[config.mk]
export PLATFORM = sky130hd
export DESIGN_NAME = mdl_dmaaddrgen_flat
export DESIGN_NICKNAME = d
export VERILOG_FILES = /design/src/rtl/mdl_dmaaddrgen_if.sv /design/src/rtl/mdl_dmaaddrgen.sv /design/src/flat_wrapper.sv
export SDC_FILE = /design/constraint.sdc
export NUM_CORES = 1
export LEC_CHECK = 0
export BUFFER_PORTS_ARGS = -buffer_cell sky130_fd_sc_hd__clkbuf_2
export CAP_MARGIN = 10
export CORE_ASPECT_RATIO = 0.8
export CORE_MARGIN = 2
export CORE_UTILIZATION = 50
export DETAILED_ROUTE_END_ITERATION = 16
export GPL_TIMING_DRIVEN = 0
export PLACE_DENSITY = 0.72
export SLEW_MARGIN = 10
export SYNTH_ARGS = -nofsm -noshare
export SYNTH_HDL_FRONTEND = slang
export SYNTH_SLANG_ARGS = --single-unit
[constraint.sdc]
create_clock -name i_MCLK -period 3.2 [get_ports i_MCLK]
set_input_delay 0.16 -clock i_MCLK [delete_from_list [all_inputs] [get_ports i_MCLK]]
set_output_delay 0.16 -clock i_MCLK [all_outputs]
set_load 0.01 [all_outputs]
[src/rtl/mdl_dmaaddrgen_if.sv]
// Bus bundle for the multi-channel DMA address generator: timing enables,
// per-channel request/direction/limit inputs and the address/flag outputs.
interface mdl_dmaaddrgen_if #(
  parameter int NCH  = 2,
  parameter int AW   = 11,
  parameter int OUTW = 7
);
  // Request semantics: i_CH_INC[n] is a level, not a pulse handshake. It is
  // consumed on every tick it is high (directly, or one tick later on latched
  // channels); there is no acknowledge, so the requester deasserts to stop.
  logic                       i_CLK4M_PCEN_n;
  logic [7:0]                 i_ROT8;
  logic                       i_ADDR_RST;
  logic [NCH-1:0]             i_CH_INC;
  logic [NCH-1:0]             i_CH_DIR;
  logic [NCH*AW-1:0]          i_CH_LIMIT;
  logic [OUTW-1:0]            o_AOUT;
  logic [NCH*(AW-OUTW)-1:0]   o_AHI;
  logic [NCH-1:0]             o_TC;
  logic [NCH-1:0]             o_OVF;

  modport master (
    output i_CLK4M_PCEN_n, i_ROT8, i_ADDR_RST, i_CH_INC, i_CH_DIR, i_CH_LIMIT,
    input  o_AOUT, o_AHI, o_TC, o_OVF
  );

  modport slave (
    input  i_CLK4M_PCEN_n, i_ROT8, i_ADDR_RST, i_CH_INC, i_CH_DIR, i_CH_LIMIT,
    output o_AOUT, o_AHI, o_TC, o_OVF
  );
endinterface

[src/rtl/mdl_dmaaddrgen.sv]
// NCH independent wrap-limited up/down address counters advancing on the
// ROT8[1] slot of the 4 MHz enable, with a shared low-address output mux.
module mdl_dmaaddrgen #(
  parameter int         NCH        = 2,
  parameter int         AW         = 11,
  parameter int         OUTW       = 7,
  parameter logic [7:0] LATCH_MASK = 8'b0000_0010
) (
  input  logic            i_MCLK,
  input  logic            i_RST_n,
  mdl_dmaaddrgen_if.slave bus
);
  localparam int HW = AW - OUTW;

  logic                en;
  logic                tick;
  logic [AW-1:0]       cnt_q [NCH];
  logic [AW-1:0]       cnt_d [NCH];
  logic [AW-1:0]       lim   [NCH];
  logic [NCH-1:0]      lat_q, lat_d;
  logic [NCH-1:0]      ovf_q, ovf_d;
  logic [NCH-1:0]      eff;
  logic [OUTW-1:0]     aout_c;
  logic [NCH*HW-1:0]   ahi_c;
  logic [NCH-1:0]      tc_c;
  logic                unused_rot;

  assign en         = ~bus.i_CLK4M_PCEN_n;
  assign tick       = en & bus.i_ROT8[1];
  assign unused_rot = ^{bus.i_ROT8[7:2], bus.i_ROT8[0]};

  always_comb begin
    for (int n = 0; n < NCH; n++) begin
      lim[n] = bus.i_CH_LIMIT[n*AW +: AW];
      // Latched channels act on the request captured at the previous tick.
      eff[n] = LATCH_MASK[n] ? lat_q[n] : bus.i_CH_INC[n];
    end
  end

  always_comb begin
    for (int n = 0; n < NCH; n++) cnt_d[n] = cnt_q[n];
    lat_d = lat_q;
    ovf_d = ovf_q;
    if (tick) begin
      for (int n = 0; n < NCH; n++) begin
        if (LATCH_MASK[n]) lat_d[n] = bus.i_CH_INC[n];
        if (eff[n]) begin
          if (!bus.i_CH_DIR[n]) begin
            if (cnt_q[n] >= lim[n]) begin
              cnt_d[n] = '0;
              ovf_d[n] = 1'b1;
            end else begin
              cnt_d[n] = cnt_q[n] + AW'(1);
            end
          end else begin
            if ((cnt_q[n] == '0) || (cnt_q[n] > lim[n])) begin
              cnt_d[n] = lim[n];
              ovf_d[n] = 1'b1;
            end else begin
              cnt_d[n] = cnt_q[n] - AW'(1);
            end
          end
        end
      end
    end
    // Address clear wins over any advance but leaves pending latched requests.
    if (en && bus.i_ADDR_RST) begin
      for (int n = 0; n < NCH; n++) cnt_d[n] = '0;
      ovf_d = '0;
    end
  end

  always_ff @(posedge i_MCLK or negedge i_RST_n) begin
    if (!i_RST_n) begin
      for (int n = 0; n < NCH; n++) cnt_q[n] <= '0;
      lat_q <= '0;
      ovf_q <= '0;
    end else begin
      for (int n = 0; n < NCH; n++) cnt_q[n] <= cnt_d[n];
      lat_q <= lat_d;
      ovf_q <= ovf_d;
    end
  end

  always_comb begin
    aout_c = cnt_q[0][OUTW-1:0];
    ahi_c  = '0;
    tc_c   = '0;
    for (int n = 0; n < NCH; n++) begin
      if (bus.i_CH_INC[n]) aout_c = cnt_q[n][OUTW-1:0];
      ahi_c[n*HW +: HW] = cnt_q[n][AW-1:OUTW];
      tc_c[n] = bus.i_CH_DIR[n] ? (cnt_q[n] == '0) : (cnt_q[n] == lim[n]);
    end
  end

  assign bus.o_AOUT = aout_c;
  assign bus.o_AHI  = ahi_c;
  assign bus.o_TC   = tc_c;
  assign bus.o_OVF  = ovf_q;
endmodule

[src/flat_wrapper.sv]
// flat-port wrapper written by rule: the top's interface ports become plain ports
module mdl_dmaaddrgen_flat 
#(
  parameter int         NCH        = 2,
  parameter int         AW         = 11,
  parameter int         OUTW       = 7,
  parameter logic [7:0] LATCH_MASK = 8'b0000_0010
)
  (i_MCLK, i_RST_n, bus_i_CLK4M_PCEN_n, bus_i_ROT8, bus_i_ADDR_RST, bus_i_CH_INC, bus_i_CH_DIR, bus_i_CH_LIMIT, bus_o_AOUT, bus_o_AHI, bus_o_TC, bus_o_OVF);
  mdl_dmaaddrgen_if #(.NCH(NCH), .AW(AW), .OUTW(OUTW)) bus_i ();
  input  logic i_MCLK;
  input  logic i_RST_n;
  input wire logic [$bits(bus_i.i_CLK4M_PCEN_n)-1:0] bus_i_CLK4M_PCEN_n;
  input wire logic [$bits(bus_i.i_ROT8)-1:0] bus_i_ROT8;
  input wire logic [$bits(bus_i.i_ADDR_RST)-1:0] bus_i_ADDR_RST;
  input wire logic [$bits(bus_i.i_CH_INC)-1:0] bus_i_CH_INC;
  input wire logic [$bits(bus_i.i_CH_DIR)-1:0] bus_i_CH_DIR;
  input wire logic [$bits(bus_i.i_CH_LIMIT)-1:0] bus_i_CH_LIMIT;
  output wire logic [$bits(bus_i.o_AOUT)-1:0] bus_o_AOUT;
  output wire logic [$bits(bus_i.o_AHI)-1:0] bus_o_AHI;
  output wire logic [$bits(bus_i.o_TC)-1:0] bus_o_TC;
  output wire logic [$bits(bus_i.o_OVF)-1:0] bus_o_OVF;
  assign bus_i.i_CLK4M_PCEN_n = bus_i_CLK4M_PCEN_n;
  assign bus_i.i_ROT8 = bus_i_ROT8;
  assign bus_i.i_ADDR_RST = bus_i_ADDR_RST;
  assign bus_i.i_CH_INC = bus_i_CH_INC;
  assign bus_i.i_CH_DIR = bus_i_CH_DIR;
  assign bus_i.i_CH_LIMIT = bus_i_CH_LIMIT;
  assign bus_o_AOUT = bus_i.o_AOUT;
  assign bus_o_AHI = bus_i.o_AHI;
  assign bus_o_TC = bus_i.o_TC;
  assign bus_o_OVF = bus_i.o_OVF;
  mdl_dmaaddrgen #(.NCH(NCH), .AW(AW), .OUTW(OUTW), .LATCH_MASK(LATCH_MASK)) u_core (.i_MCLK(i_MCLK), .i_RST_n(i_RST_n), .bus(bus_i));
endmodule
Word-level counts from Yosys, hierarchy flattened:

Index checks and enable logic that the tools add are counted.

* add/sub/neg operators: 4
* $mul: 0
* div/mod/pow operators: 0
* magnitude comparators: 4
* equality and inequality tests: 4
* shift-type cells: 0
* multiplexer cells: 23
* bitwise operators: 2
* reduce and logical (&&, ||, !) cells: 14

Operator list (count)
* 2-to-1 mux 11 bit: 8
* 2-to-1 mux 22 bit: 2
* adder 11 x 1 -> 11 bit, second input constant: 2
* == test 11 bit: 2
* >= comparator 11 bit: 2
* > comparator 11 bit: 2
* zero test 11 bit: 2
* subtractor 11 x 1 -> 11 bit, second input constant: 2
* 2-to-1 mux 1 bit: 10
* AND reduction 4 bit: 2
* 2-to-1 mux 7 bit: 1
* inequality test 3 x 1 -> 1 bit, second input constant: 2
* nonzero test 2 bit: 3
* nonzero test 3 bit: 2
* 2-to-1 mux 2 bit: 2
* AND reduction 2 bit: 2
* logical OR 1 bit: 2
* bitwise AND 1 bit: 1
* logical AND 1 bit: 1
* NOT 1 bit: 1

* flip-flop bits (word level): 25
* latch bits: 0
* bits in writable memories: 0
* ROM bits: 0
* input bits: 38
* output and inout port bits: 19
* word-level logic and storage cells: 56
* memories: 0

Depth between registers and ports, before layout:

Gate-level depths: netlist of run 1.

* word-level depth: 7
* mapped depth: 9

Worst setup path after synthesis of run 1:

OpenSTA, ideal clock, no wires.

* path type: reg2reg
* from: reg u_core.cnt_q[11] (netlist bit)
* to: reg u_core.ovf_q[0], in the netlist u_core.bus.o_OVF[0]
* library setup time: 65 ps
* data arrival time: 2300 ps
* data required time: 3135 ps
* setup slack: 836 ps
* cell stages (with the launch flop): 9
* period minus slack after synthesis: 2364 ps
* cells stage by stage: dfrtp_1 -> inv_1 -> ha_1 -> or3b_1 -> or3_4 -> or3_4 -> buf_6 -> a311oi_2 -> o21a_1

* longest elaborated chain between the ends: 4
* elaborated cells between the ends (all ways): 7

Ends and longest elaborated chain
* from (decl): line mdl_dmaaddrgen.sv:17 `logic [AW-1:0] cnt_q [NCH];`
* > comparator 11 bit / zero test 11 bit (equally long branches): line mdl_dmaaddrgen.sv:56 `if ((cnt_q[n] == '0) || (cnt_q[n] > lim[n])) begin`
* logical OR 1 bit: line mdl_dmaaddrgen.sv:56
* inequality test 3 x 1 -> 1 bit (no source line)
* AND reduction 4 bit (no source line) *
* to (signal assigned): line mdl_dmaaddrgen.sv:81 `ovf_q <= ovf_d;`
* to (decl): line mdl_dmaaddrgen.sv:21 `logic [NCH-1:0] ovf_q, ovf_d;`

Every way passes the cells marked *; elsewhere a longest branch is shown, timed or not.
A chain may end at the register's enable or synchronous reset.

Worst setup path in the final report of run 1:

* from: reg u_core.cnt_q[16] (netlist bit)
* to: reg u_core.cnt_q[13] (netlist bit)

* longest elaborated chain between the ends: 7
* elaborated cells between the ends (all ways): 10

Ends and longest elaborated chain
* > comparator 11 bit / zero test 11 bit (equally long branches): line mdl_dmaaddrgen.sv:56
* logical OR 1 bit: line mdl_dmaaddrgen.sv:56
* 2-to-1 mux 11 bit: line mdl_dmaaddrgen.sv:56
* 2-to-1 mux 11 bit *: line mdl_dmaaddrgen.sv:48 `if (!bus.i_CH_DIR[n]) begin`
* 2-to-1 mux 11 bit *: line mdl_dmaaddrgen.sv:47 `if (eff[n]) begin`
* 2-to-1 mux 22 bit *: line mdl_dmaaddrgen.sv:44 `if (tick) begin`
* 2-to-1 mux 22 bit *: line mdl_dmaaddrgen.sv:67 `if (en && bus.i_ADDR_RST) begin`

Every way passes the cells marked *; elsewhere a longest branch is shown, timed or not. The select of a mux whose other input is x is not followed.

==> impl_metrics.yaml, run 1 <==
outcome:
  status: "completed"
timing:
  final.setup.tns_ns: 0
  finalHoldViolations: 0
  max_freq_mhz: 337
  setup_viol: 0
  clock-skew-final_ns: 0.0119
  fin_crit_sh: 0.927
  final_max_slew_viol_count: 0
  max-slew-margin-rel: 0.400
  period_minus_slack_ns: 2.97
  rsz0062_at_grt: "no"
  worst_pin_slew_ns: 0.894
min_path:
  hp-class: "in2reg"
drt:
  wl_per_cell_um: 17.1
  drt_first_pass_iters: 6
  wirelength_mm: 9.24
  viasPerCell: 6.32
  vias: 3409
  drt_iter0_drc: 408
  ant_nets: 0
  drc: 0
yosys:
  seq_area_frac_synth: 0.205
  synthesis.nets: 470
  synth_top_area_cell: "dfrtp_1"
  syn_area_per_cell_um2: 7.53
  syn_inst: 405
  yosysUniqueCellTypes: 60
  ys_ff_latch: 25
  async_flop_share: 1.00
  synth_edf_count: 0
  netlist_top_cells_area: "dfrtp_1 21%, ha_1 11%, nand2_1 4.8%"
  yosysWarnings: 0
  synth.top_cell.area_share: 0.205
  syn_area_um2: 3050
  ys.flop_type: "dfrtp_1"
place:
  place_hpwl_mm: 6.99
  gp_congestion: 0.964
  place_inst: 534
  port_buffers: 48
clock_network:
  cts_tree: "built"
  clk_pin_slew_ns: 0.10
  clkLatencyLatePin_ns: 0.28
  clock_path_buffers: 2
  cts_buffers: 3
  cts_resized: 0
  htree_num_levels: 1
  cts.sinks: 25
  cts-root-buf: "clkbuf_8"
grt:
  gr-total-overflow: 0
  grt_pass1_vias: 3007
  antenna_found_initial: 0
  grt_pass1_wl_mm: 15.1
  globalRouteTotalUtil: 0.278
  grt_max_degree: 26
critical_path:
  r2r_slack_ns: 0.23
  cp_max_fo: 10
  critPathLaunchType: "flop"
  path_cells: "ha_1 > nand2_1 > o21ai_0 > nor3b_1 > clkbuf_1 > nor3_2 > a221oi_1 > o21ai_0"
  worst_ep_arrival_time_ns: 3.11
  cp_slowest_stage_delay_ns: 0.54
  required_ns: 3.34
  crit_type: "reg2reg"
  crit_slowest_cell: "nor3b_1"
  crit_top_cell: "o21ai_0"
  cp-end-kind: "flop"
pwr:
  ir_worst_vdd_v: 0.000338
  power_leakage_nw: 1.54
  power_w: 0.00256
  power_per_cell_area_nw_per_um2: 743
die:
  dieArea_um2: 6750
  coreArea_um2: 5910
  num_rows: 25
  fp.dieW_um: 91.3
  die_y_um: 73.9
  io_pins: 57
  start_util: 0.516
cells_and_area:
  nFillCells: 582
  instances_no_fill: 539
  num_antenna_cells: 0
  final_nets: 524
  drive_gt1_frac: 0.170
  area_delta_synth_final_pct: 13.0
job:
  drv_cap: 0
critical path: cells and delay by family, from the launching register on:
kind / cells / cell delay (ns)
AO/OA/AOI/OAI: 3 / 0.71
adder cells (fa/ha/maj): 1 / 0.29
buffers and inverters: 1 / 0.49
flip-flops: 1 / 0.42
AND/OR/NAND/NOR: 3 / 0.91
final cells by class:
type	instances	area, um2	area share
Multi-Input combinational cell	319	2160	0.626
Sequential cell	25	626	0.181
Timing Repair Buffer	49	250	0.0726
Buffer	33	163	0.0472
Inverter	28	105	0.0305
Tap cell	81	101	0.0294
Clock buffer	4	45.0	0.0131
cells in the mapped netlist (3+ instances only):
library cell,count
o21ai_0,27
o21a_1,3
a31oi_1,3
o31ai_1,6
nor2_1,22
nor4_1,13
or4_1,6
xnor2_1,4
clkbuf_1,22
nand3_1,20
a221oi_1,3
nand4_1,8
o311ai_0,3
o2111ai_1,4
inv_1,28
a211oi_1,6
o211ai_1,4
nor3_1,11
nor2b_1,3
ha_1,27
a21oi_1,20
or3_1,9
xor2_1,10
mux2i_1,3
buf_4,8
or2_2,4
nand2_1,39
mux2_2,6
and3_1,6
nand2b_1,3
a32oi_1,3
nor3b_1,4
dfrtp_1,25
o221ai_1,5
and2_1,5
metal layers:
layer	global-route usage	part of all wire	vias up	routed length, um
li1	-	-	1609	-
met3	0.0605	0.11	12	1030
met1	0.427	0.48	1575	4460
met4	0.0471	0.0096	0	89
met2	0.399	0.40	213	3660
met5	0	0	-	0
stage by stage:
step                worst slack [ns]  area [um2]  utilization  hold slack, ns
floorplan                      0.836        3050            -          -0.136
global placement               0.363        3390        0.574           0.244
detailed placement             0.424        3390        0.574           0.251
CTS                            0.316        3450        0.583           0.125
global route                   0.118        3450        0.583           0.126
finish                         0.235        3450        0.583           0.120
power breakdown:
| part | switching (W) | internal [W] | total (W) | leakage (nW) |
|---|---|---|---|---|
| combinational | 0.00104 | 0.000697 | 0.00173 | 1.20 |
| clock | 0.000116 | 0.0000895 | 0.000205 | 0.0228 |
| sequential | 0.000180 | 0.000441 | 0.000621 | 0.321 |
| total | 0.00133 | 0.00123 | 0.00256 | 1.54 |
timing repair:
item,4_1_cts,5_1_grt
endpoints found under the setup margin,0,0
hold buffers,1,0
buffers inserted,0,0
hold endpoints to repair,25,0
worst paths after layout:
kind,start,to,cells after the start
max in group asynchronous,i_RST_n,u_core.cnt_q[12],2
setup reg to reg,u_core.cnt_q[16],u_core.cnt_q[13],8
min in group asynchronous,i_RST_n,u_core.bus.o_AHI[4],2
hold / removal,bus_i_CH_LIMIT[18],u_core.bus.o_AHI[4],3
hold reg to reg,u_core.bus.o_OVF[0],u_core.bus.o_OVF[0],1
setup / recovery,u_core.cnt_q[16],u_core.cnt_q[13],8
kinds of logic after synthesis:
logic type / synth area share
adder cells (fa/ha/maj): 0.111
buffers and inverters: 0.0878
flip-flops: 0.205
XOR/XNOR: 0.0402
multiplexers: 0.0320
AND/OR/NAND/NOR: 0.292
AO/OA/AOI/OAI: 0.232
state kept, by name, indices dropped and copies added (netlist names):
register	count
u_core.bus.o_AHI	8
u_core.bus.o_OVF	2
u_core.cnt_q	14
u_core.lat_q	1
placed cells by master (no fill, tap or decap), types with 5 or more instances in the layout:
cell type	Yosys	final
a211oi_1	6	6
dfrtp_1	25	25
mux2_2	6	6
or3_1	9	9
nand3_1	20	20
buf_4	8	8
nand2_1	39	39
o31ai_1	6	6
nor2_1	22	22
o221ai_1	5	5
inv_1	28	28
and3_1	6	6
xor2_1	10	10
nor3_1	11	11
clkbuf_1	22	23
or4_1	6	6
clkbuf_2	0	48
nand4_1	8	8
a21oi_1	20	20
o21ai_0	27	27
nor4_1	13	13
ha_1	27	27
and2_1	5	5
Note: power is estimated with default switching activity, not from simulation.
==> run 2: changes to the inputs <==
--- a/config.mk
+++ b/config.mk
@@ -12,6 +12,7 @@
 export CORE_UTILIZATION = 50
 export DETAILED_ROUTE_END_ITERATION = 16
 export GPL_TIMING_DRIVEN = 0
+export MAX_ROUTING_LAYER = met4
 export PLACE_DENSITY = 0.72
 export SLEW_MARGIN = 10
 export SYNTH_ARGS = -nofsm -noshare
==> run 2 against run 1 <==
Clock-buffer cell count unchanged; maximum frequency down 1.3%; critical path type unchanged; hold slack worse by 0.0052 ns; power about the same; combinational power about the same; global-route usage up 1.0 points; non-clock buffer count unchanged; clock power about the same; register-to-register slack worse by 0.04 ns.
==> impl_metrics.yaml, run 2 (same netlist as run 1, synthesis figures left out) <==
grt:
  grtUsageMet2: 0.391
  gr-total-overflow: 0
  antenna_found_initial: 0
  grt_max_degree: 26
  use_met3: 0.0585
  grt_pass1_wl_mm: 15.2
  met1_usage: 0.437
  grt_pass1_vias: 3009
  globalRouteTotalUtil: 0.288
  grt_most_used_layer: "met1"
die:
  die_y_um: 73.9
  dieArea_um2: 6750
  start_util: 0.516
  num_rows: 25
  io_pins: 57
  fp.dieW_um: 91.3
  coreArea_um2: 5910
clock_network:
  cts.sinks: 25
  clkLatencyLatePin_ns: 0.28
  cts-root-buf: "clkbuf_8"
  cts_resized: 0
  clock_path_buffers: 2
  cts_tree: "built"
  htree_num_levels: 1
  cts_buffers: 3
  clk_pin_slew_ns: 0.10
timing:
  final.setup.tns_ns: 0
  finalHoldViolations: 0
  period_minus_slack_ns: 3.01
  setup_viol: 0
  final_max_slew_viol_count: 0
  max-slew-margin-rel: 0.408
  rsz0062_at_grt: "no"
  worst_pin_slew_ns: 0.882
  max_freq_mhz: 333
  fin_crit_sh: 0.939
  clock-skew-final_ns: 0.00484
critical_path:
  cp-end-kind: "flop"
  crit_type: "reg2reg"
  timing.rr.start: "u_core.bus.o_AHI[3]"
  r2r_slack_ns: 0.19
  cp_max_fo: 10
  worst_ep_arrival_time_ns: 3.16
  r2r_end: "u_core.cnt_q[13]"
  required_ns: 3.35
  critPathLaunchType: "flop"
  reg2reg_depth: 7
drt:
  drc: 0
  drt_first_pass_iters: 6
  wl_per_cell_um: 17.1
  drt_iter0_drc: 372
  ant_nets: 0
  vias: 3419
  wirelength_mm: 9.21
  viasPerCell: 6.34
min_path:
  hp-class: "in2reg"
  holdPathEnd: "u_core.bus.o_AHI[4]"
  worstHoldStart: "bus_i_CH_LIMIT[18]"
  hold_depth: 3
outcome:
  status: "completed"
place:
  place_hpwl_mm: 6.90
  port_buffers: 48
  gp_congestion: 0.978
cells_and_area:
  largest_reg_flops: 14
  mostFrequentLayoutCells: "48 x clkbuf_2, 39 x nand2_1, 28 x inv_1, 27 x o21ai_0, 27 x ha_1"
  final_nets: 524
  drive_gt1_frac: 0.170
  area_delta_synth_final_pct: 13.0
  nFillCells: 590
  num_antenna_cells: 0
  top_register: "u_core.cnt_q"
  final_common_cell: "clkbuf_2"
pwr:
  swShare: 0.520
  seq_power_share: 0.243
  ir_worst_vdd_v: 0.000329
  power_per_cell_area_nw_per_um2: 742
  power_w: 0.00256
  p_comb_frac: 0.676
  power_leakage_nw: 1.54
  p_sw_w: 0.00133
  intPower_w: 0.00123
  clkPwrFrac: 0.081
job:
  drv_cap: 0
## run 2: cell counts in the layout (fill, tap and decap cells not counted)
No cell type changed its count.
## run 2: worst max path at each step
stage	to	start	cells past startpoint	slack, ns
global placement	u_core.bus.o_AHI[3]	u_core.bus.o_AHI[3]	8	0.36
detailed placement	u_core.cnt_q[13]	u_core.bus.o_AHI[3]	7	0.37
global route	u_core.cnt_q[15]	u_core.cnt_q[17]	8	0.10
finish	u_core.cnt_q[13]	u_core.bus.o_AHI[3]	7	0.19
floorplan	u_core.bus.o_OVF[0]	u_core.cnt_q[11]	8	0.84
CTS	bus_o_TC[0]	u_core.cnt_q[11]	8	0.33
## run 2: power by group through the flow
stage / clock, W / combinational (W) / sequential (W)
2_1_floorplan: 0 / 0.00125 / 0.000570
3_3_place_gp: 0 / 0.00165 / 0.000615
3_5_place_dp: 0 / 0.00167 / 0.000623
4_1_cts: 0.000216 / 0.00168 / 0.000615
5_1_grt: 0.000225 / 0.00192 / 0.000643
6_report: 0.000207 / 0.00173 / 0.000622
## run 2: worst max-delay path: stages, from the launching register on
cell      delay (ns)
dfrtp_1         0.48
ha_1            0.34
nand3_1         0.20
nor3b_1         0.62
clkbuf_1        0.48
nor3_2          0.24
a221oi_1        0.35
o21ai_0         0.15
## run 2: cell type report
cell class / count / area, um2 / share of cell area
Multi-Input combinational cell: 319 / 2160 / 0.626
Inverter: 28 / 105 / 0.0305
Buffer: 33 / 163 / 0.0472
Tap cell: 81 / 101 / 0.0294
Clock buffer: 4 / 45.0 / 0.0131
Sequential cell: 25 / 626 / 0.181
Timing Repair Buffer: 49 / 250 / 0.0726
## run 2: what timing repair did
action	in CTS	in global routing
endpoints found under the hold margin	25	0
setup buffers	0	0
hold buffers	1	0
## run 2: routing by layer
layer / share of wire / vias to the layer above
met5: 0 / -
met1: 0.48 / 1558
met2: 0.39 / 226
met3: 0.11 / 18
li1: - / 1617
met4: 0.014 / 0
## run 2: metrics by stage
step	hold WS [ns]	cells	area, um2	util	setup slack, ns
floorplan	-0.136	405	3050	-	0.836
detailed placement	0.251	534	3390	0.574	0.367
global placement	0.244	534	3390	0.574	0.364
global route	0.124	539	3450	0.583	0.101
finish	0.115	539	3450	0.583	0.194
CTS	0.115	539	3450	0.583	0.330
